==> config.mk <==
export PLATFORM = sky130hd
export DESIGN_NAME = mdu_iter_flat
export DESIGN_NICKNAME = d
export VERILOG_FILES = /design/src/rtl/mdu_iter_if.sv /design/src/rtl/mdu_iter.sv /design/src/flat_wrapper.sv
export SDC_FILE = /design/constraint.sdc
export NUM_CORES = 2
export LEC_CHECK = 0
export CAP_MARGIN = 10
export CORE_MARGIN = 2
export CORE_UTILIZATION = 55
export CTS_CLUSTER_DIAMETER = 150
export DETAILED_ROUTE_END_ITERATION = 8
export GPL_TIMING_DRIVEN = 0
export PLACE_DENSITY = 0.7
export REMOVE_ABC_BUFFERS = 1
export SYNTH_ARGS = -nofsm -noshare
export SYNTH_HDL_FRONTEND = slang
export SYNTH_SLANG_ARGS = --single-unit
==> constraint.sdc <==
create_clock -name clk -period 11.2 [get_ports clk]
set_clock_uncertainty 0.2 [all_clocks]
set_input_delay 2.24 -clock clk [delete_from_list [all_inputs] [get_ports clk]]
set_output_delay 2.24 -clock clk [all_outputs]
set_load 0.01 [all_outputs]
==> src/rtl/mdu_iter_if.sv <==
// Handshake and result bundle between the decode stage and the multiply/divide unit.
interface mdu_iter_if #(
    parameter int WIDTH = 32
);
    logic             start;
    logic [2:0]       op;
    logic [WIDTH-1:0] a;
    logic [WIDTH-1:0] b;
    logic             pc_ena;
    logic             busy;
    logic             done;
    logic [WIDTH-1:0] hi;
    logic [WIDTH-1:0] lo;
    logic [WIDTH-1:0] mul_out;

    modport master (
        output start, op, a, b,
        input  pc_ena, busy, done, hi, lo, mul_out
    );

    modport slave (
        input  start, op, a, b,
        output pc_ena, busy, done, hi, lo, mul_out
    );
endinterface

==> src/rtl/mdu_iter.sv <==
// Multi-cycle multiply/divide unit with HI/LO registers; stalls the PC until the result is committed.
// Multiplies take MUL_LATENCY cycles, divides run a restoring divider producing one quotient bit per cycle.
module mdu_iter #(
    parameter int WIDTH       = 32,
    parameter int MUL_LATENCY = 2
) (
    input  logic      clk,
    input  logic      rst,
    mdu_iter_if.slave bus
);
    localparam int MAX_CNT = (WIDTH > MUL_LATENCY) ? WIDTH : MUL_LATENCY;
    localparam int CW      = $clog2(MAX_CNT + 1);
    localparam logic [CW-1:0] MUL_LAST = CW'(MUL_LATENCY);
    localparam logic [CW-1:0] DIV_LAST = CW'(WIDTH);
    localparam logic [CW-1:0] CNT_ONE  = CW'(1);

    typedef enum logic [1:0] {IDLE, MUL, DIV, DONE} state_e;

    state_e             state_q;
    logic [CW-1:0]      cnt_q;
    logic               signed_q;
    logic [WIDTH-1:0]   opA_q;
    logic [WIDTH-1:0]   opB_q;
    logic [WIDTH-1:0]   rem_q;
    logic [WIDTH-1:0]   quo_q;
    logic [WIDTH-1:0]   divisor_q;
    logic [WIDTH-1:0]   hi_q;
    logic [WIDTH-1:0]   lo_q;
    logic [WIDTH-1:0]   mulOut_q;
    logic               busy_q;
    logic               done_q;

    logic               isMul;
    logic               isDiv;
    logic               accept;
    logic [WIDTH-1:0]   absA_d;
    logic [WIDTH-1:0]   absB_d;
    logic [2*WIDTH-1:0] extA_d;
    logic [2*WIDTH-1:0] extB_d;
    logic [2*WIDTH-1:0] product_d;
    logic [WIDTH:0]     shifted_d;
    logic [WIDTH:0]     diff_d;
    logic [WIDTH-1:0]   remNext_d;
    logic [WIDTH-1:0]   quoNext_d;
    logic               negQ_d;
    logic               negR_d;
    logic               divZero_d;
    logic [WIDTH-1:0]   divLo_d;
    logic [WIDTH-1:0]   divHi_d;

    assign isMul  = (bus.op == 3'b001) || (bus.op == 3'b010);
    assign isDiv  = (bus.op == 3'b011) || (bus.op == 3'b100);
    assign accept = (state_q == IDLE) && bus.start;

    assign bus.pc_ena  = rst || !((accept && (isMul || isDiv)) || (state_q == MUL) || (state_q == DIV));
    assign bus.busy    = busy_q;
    assign bus.done    = done_q;
    assign bus.hi      = hi_q;
    assign bus.lo      = lo_q;
    assign bus.mul_out = mulOut_q;

    // The divider works on magnitudes; signs are reapplied when the result is committed.
    always_comb begin
        absA_d = bus.a;
        absB_d = bus.b;
        if (bus.op == 3'b011) begin
            if (bus.a[WIDTH-1]) absA_d = -bus.a;
            if (bus.b[WIDTH-1]) absB_d = -bus.b;
        end
    end

    assign extA_d    = {{WIDTH{signed_q & opA_q[WIDTH-1]}}, opA_q};
    assign extB_d    = {{WIDTH{signed_q & opB_q[WIDTH-1]}}, opB_q};
    assign product_d = extA_d * extB_d;

    // One restoring step: shift in the next dividend bit, subtract if it fits.
    always_comb begin
        shifted_d = {rem_q, quo_q[WIDTH-1]};
        diff_d    = shifted_d - {1'b0, divisor_q};
        remNext_d = diff_d[WIDTH] ? shifted_d[WIDTH-1:0] : diff_d[WIDTH-1:0];
        quoNext_d = {quo_q[WIDTH-2:0], ~diff_d[WIDTH]};
    end

    // Most-negative / -1 falls out naturally: the magnitude 2^(W-1) negates back to itself.
    always_comb begin
        negQ_d    = signed_q & (opA_q[WIDTH-1] ^ opB_q[WIDTH-1]);
        negR_d    = signed_q & opA_q[WIDTH-1];
        divZero_d = (opB_q == '0);
        divLo_d   = negQ_d ? -quoNext_d : quoNext_d;
        divHi_d   = negR_d ? -remNext_d : remNext_d;
        if (divZero_d) begin
            divLo_d = '1;
            divHi_d = opA_q;
        end
    end

    always_ff @(posedge clk) begin
        if (rst) begin
            state_q   <= IDLE;
            cnt_q     <= '0;
            signed_q  <= 1'b0;
            opA_q     <= '0;
            opB_q     <= '0;
            rem_q     <= '0;
            quo_q     <= '0;
            divisor_q <= '0;
            hi_q      <= '0;
            lo_q      <= '0;
            mulOut_q  <= '0;
            busy_q    <= 1'b0;
            done_q    <= 1'b0;
        end else begin
            case (state_q)
                IDLE: begin
                    if (bus.start) begin
                        case (bus.op)
                            3'b001, 3'b010: begin
                                state_q  <= MUL;
                                busy_q   <= 1'b1;
                                cnt_q    <= CNT_ONE;
                                opA_q    <= bus.a;
                                opB_q    <= bus.b;
                                signed_q <= (bus.op == 3'b001);
                            end
                            3'b011, 3'b100: begin
                                state_q   <= DIV;
                                busy_q    <= 1'b1;
                                cnt_q     <= CNT_ONE;
                                opA_q     <= bus.a;
                                opB_q     <= bus.b;
                                signed_q  <= (bus.op == 3'b011);
                                rem_q     <= '0;
                                quo_q     <= absA_d;
                                divisor_q <= absB_d;
                            end
                            3'b101:  hi_q <= bus.a;
                            3'b110:  lo_q <= bus.a;
                            default: ;
                        endcase
                    end
                end
                MUL: begin
                    if (cnt_q == MUL_LAST) begin
                        hi_q     <= product_d[2*WIDTH-1:WIDTH];
                        lo_q     <= product_d[WIDTH-1:0];
                        mulOut_q <= product_d[WIDTH-1:0];
                        state_q  <= DONE;
                        busy_q   <= 1'b0;
                        done_q   <= 1'b1;
                    end else begin
                        cnt_q <= cnt_q + CNT_ONE;
                    end
                end
                DIV: begin
                    rem_q <= remNext_d;
                    quo_q <= quoNext_d;
                    if (cnt_q == DIV_LAST) begin
                        hi_q    <= divHi_d;
                        lo_q    <= divLo_d;
                        state_q <= DONE;
                        busy_q  <= 1'b0;
                        done_q  <= 1'b1;
                    end else begin
                        cnt_q <= cnt_q + CNT_ONE;
                    end
                end
                DONE: begin
                    state_q <= IDLE;
                    done_q  <= 1'b0;
                end
                default: begin
                    state_q <= IDLE;
                    busy_q  <= 1'b0;
                    done_q  <= 1'b0;
                end
            endcase
        end
    end
endmodule

==> src/flat_wrapper.sv <==
// flat-port wrapper written by rule: the top's interface ports become plain ports
module mdu_iter_flat 
#(
    parameter int WIDTH       = 32,
    parameter int MUL_LATENCY = 2
)
  (clk, rst, bus_start, bus_op, bus_a, bus_b, bus_pc_ena, bus_busy, bus_done, bus_hi, bus_lo, bus_mul_out);
  mdu_iter_if #(.WIDTH(WIDTH)) bus_i ();
  input  logic clk;
  input  logic rst;
  input wire logic [$bits(bus_i.start)-1:0] bus_start;
  input wire logic [$bits(bus_i.op)-1:0] bus_op;
  input wire logic [$bits(bus_i.a)-1:0] bus_a;
  input wire logic [$bits(bus_i.b)-1:0] bus_b;
  output wire logic [$bits(bus_i.pc_ena)-1:0] bus_pc_ena;
  output wire logic [$bits(bus_i.busy)-1:0] bus_busy;
  output wire logic [$bits(bus_i.done)-1:0] bus_done;
  output wire logic [$bits(bus_i.hi)-1:0] bus_hi;
  output wire logic [$bits(bus_i.lo)-1:0] bus_lo;
  output wire logic [$bits(bus_i.mul_out)-1:0] bus_mul_out;
  assign bus_i.start = bus_start;
  assign bus_i.op = bus_op;
  assign bus_i.a = bus_a;
  assign bus_i.b = bus_b;
  assign bus_pc_ena = bus_i.pc_ena;
  assign bus_busy = bus_i.busy;
  assign bus_done = bus_i.done;
  assign bus_hi = bus_i.hi;
  assign bus_lo = bus_i.lo;
  assign bus_mul_out = bus_i.mul_out;
  mdu_iter #(.WIDTH(WIDTH), .MUL_LATENCY(MUL_LATENCY)) u_core (.clk(clk), .rst(rst), .bus(bus_i));
endmodule
==> results.py <==
metrics = {
    "worst_setup_path": {
        "cp.arrival_ns": 10.89,
        "criticalPathCategory": "reg -> reg",
        "worst_setup_path_end_kind": "flip-flop",
        "cp_data_required_time_ns": 11.51,
        "cpMostUsedCell": "fa_1",
        "slowest_delay_ns": 0.85,
        "crit_fanout": 31,
        "startpoint_type": "flip-flop",
        "critPathSlowestCell": "fa_1",
    },
    "placed_design": {
        "placed_area_um2": 57600,
        "hpwl_um": 127600,
        "port_buffers": 168,
        "gp_congestion": 0.9429,
    },
    "final_layout": {
        "final_common_cell": "inv_1",
        "mostFrequentLayoutCells": "inv_1 (1,198), fa_1 (1,126), nand2_1 (1,103)",
        "final_area_um2": 58690,
        "nets": 7806,
        "syn2layout_area_growth_pct": 7.081,
        "drive_gt1_share_pct": 3.780,
        "final_util_pct": 59.55,
    },
    "clock_network": {
        "cts_tree": "yes",
        "cts_sinks": 267,
        "path_clk_slew_ns": 0.07,
        "clk_latency_ns": 0.58,
        "cts_made_buffers": 28,
        "cts_buffer_depth": 3,
        "htreeDepth": 1,
        "cts_root_buffer": "clkbuf_16",
        "post-cts-setup-buffer-count": 0,
    },
    "die": {
        "fp.coreArea_um2": 98560,
        "initial_core_util_pct": 55.61,
        "die_area_um2": 102200,
        "dieHeight_um": 319.7,
        "die_x_um": 319.7,
        "io-pin-count": 169,
        "fp-row-count": 115,
    },
    "routing": {
        "detail-route-antenna-nets": 0,
        "vias": 44530,
        "finalWirelength_um": 162300,
        "drt_pass1_iterations": 6,
        "drt_iter0_drc": 4369,
        "avgRoutedWirePerCell_um": 21.15,
        "drcViolationCount": 0,
        "via_per_inst": 5.804,
    },
    "power_and_ir_drop": {
        "p_per_area_nw_per_um2": 103.2,
        "total_power_mw": 6.057,
        "leakage_nw": 26.54,
        "ir_worst_vdd_uv": 118.9,
    },
    "logic_synthesis": {
        "syn_area_per_cell_um2": 8.391,
        "synth_edf_count": 0,
        "synth_area_um2": 54810,
        "yosys_warnings": 0,
        "async_reset_ff_share_pct": 0,
        "syn_inst": 6532,
        "synth.top_cell.area_share_pct": 41.13,
        "ys_top_cells_by_area": "fa_1 (41%), dfxtp_1 (9.8%), inv_1 (8.2%)",
        "seq_area_frac_synth_pct": 9.752,
        "yosysUniqueCellTypes": 101,
        "synth-main-ff-cell": "dfxtp_1",
        "synth_top_area_cell": "fa_1",
        "ys_ff_latch": 267,
    },
    "global_routing": {
        "grt_max_degree": 142,
        "grt_pass1_vias": 45890,
        "grt_overflow": 0,
        "track_usage_pct": 32.56,
        "grt_antenna_before_repair": 16,
        "grt_pass1_wl_um": 259600,
    },
    "sta": {
        "maxSlewHeadroom_pct": 17.42,
        "finalCritPeriodShare_pct": 94.50,
        "finalSetupTns_ns": 0,
        "finalCriticalPeriod_ns": 10.58,
        "setup_viol": 0,
        "grt_setup_unrepaired": "false",
        "final_max_slew_viol_count": 0,
        "finalHoldViolations": 0,
        "fmax_mhz": 94.48,
        "worst-slew-pin-transition_ns": 1.239,
    },
    "min_path": {
        "min_path_type": "reg -> reg",
    },
    "outcome": {
        "status": "complete, no violations",
    },
    "job": {
        "cap_violations": 0,
    },
}
==> area by class of cell <==
class,count,area (um^2)
Multi-Input combinational cell,4638,43310
Fill cell,8779,39870
Sequential cell,267,5424
Inverter,1200,4504
Timing Repair Buffer,218,2754
Tap cell,1287,1610
Clock buffer,35,788.3
Clock inverter,17,280.3
Antenna cell,10,25.02
==> kinds of logic after synthesis <==
logic type,count (synthesis),synth area share [%]
simple gates,2129,17.73
buf+inv,1627,11.40
fa+ha+maj,1383,46.99
compound gates,889,10.20
flops,267,9.752
xor+xnor,204,3.287
mux,33,0.6415
==> state kept, by name (all words and copies together), names as in the netlist, 2 cells and up <==
register / flops
u_core.bus.hi: 32
u_core.bus.lo: 32
u_core.bus.mul_out: 32
u_core.divisor_q: 32
u_core.opA_q: 32
u_core.opB_q: 32
u_core.quo_q: 32
u_core.rem_q: 32
u_core.cnt_q: 6
u_core.state_q: 2
==> where the power goes <==
part	leakage, nW	switching [mW]	internal [mW]	total (mW)
clock	0.508	0.445	0.661	1.11
sequential	2.19	0.389	1.09	1.48
combinational	23.8	2.22	1.25	3.47
total	26.5	3.06	3.00	6.06
==> routing by layer <==
metal	routed length, um	part of all wire, %	track usage, %
met5	44	0.027	0
met4	8213	5.1	13.51
met3	14680	9.0	4.996
met2	74750	46	52.06
met1	64560	40	44.42
==> per-stage QoR <==
stage,hold slack (ns),std cells,setup slack (ns)
after floorplan,0.2476,6105,1.965
after global placement,0.2443,7560,-2.111
after detailed placement,0.2478,7610,0.4745
after CTS,0.2569,7662,0.4137
after global routing,0.2710,7668,0.2226
final,0.2559,7672,0.6158
==> synthesized netlist by cell type, drive strengths merged (26+ instances only) <==
master  count
mux2i      26
nor2      330
nor3       55
xor2       82
dfxtp     267
nand4      27
fa       1126
a211oi     60
nor4       31
o21ai     153
inv      1199
nand3      46
a221oi     32
a21oi     382
ha        257
clkbuf    403
nand2    1107
or3        26
and3       26
a21o       49
xnor2     122
and2      374
==> critical path: cells and delay by family (launching register included) <==
family	cells	cell delay [ns]
fa+ha+maj	9	4.69
flops	1	0.73
simple gates	5	1.53
buf+inv	8	1.40
xor+xnor	1	0.20
compound gates	7	1.69
==> worst paths after layout <==
check	cells after the start	slack, ns	startpoint	to
min	2	0.26	u_core.bus.mul_out[4]	u_core.bus.mul_out[4]
max	30	0.62	u_core.opA_q[31]	u_core.bus.hi[30]
min reg2reg	2	0.26	u_core.bus.mul_out[4]	u_core.bus.mul_out[4]
max reg2reg	30	0.62	u_core.opA_q[31]	u_core.bus.hi[30]
==> timing repair <==
action / CTS / global route
hold buffers: 0 / 0
endpoints found under the setup margin: 0 / 2
resized for setup: 0 / 1
(Power assumes the default switching activity.)
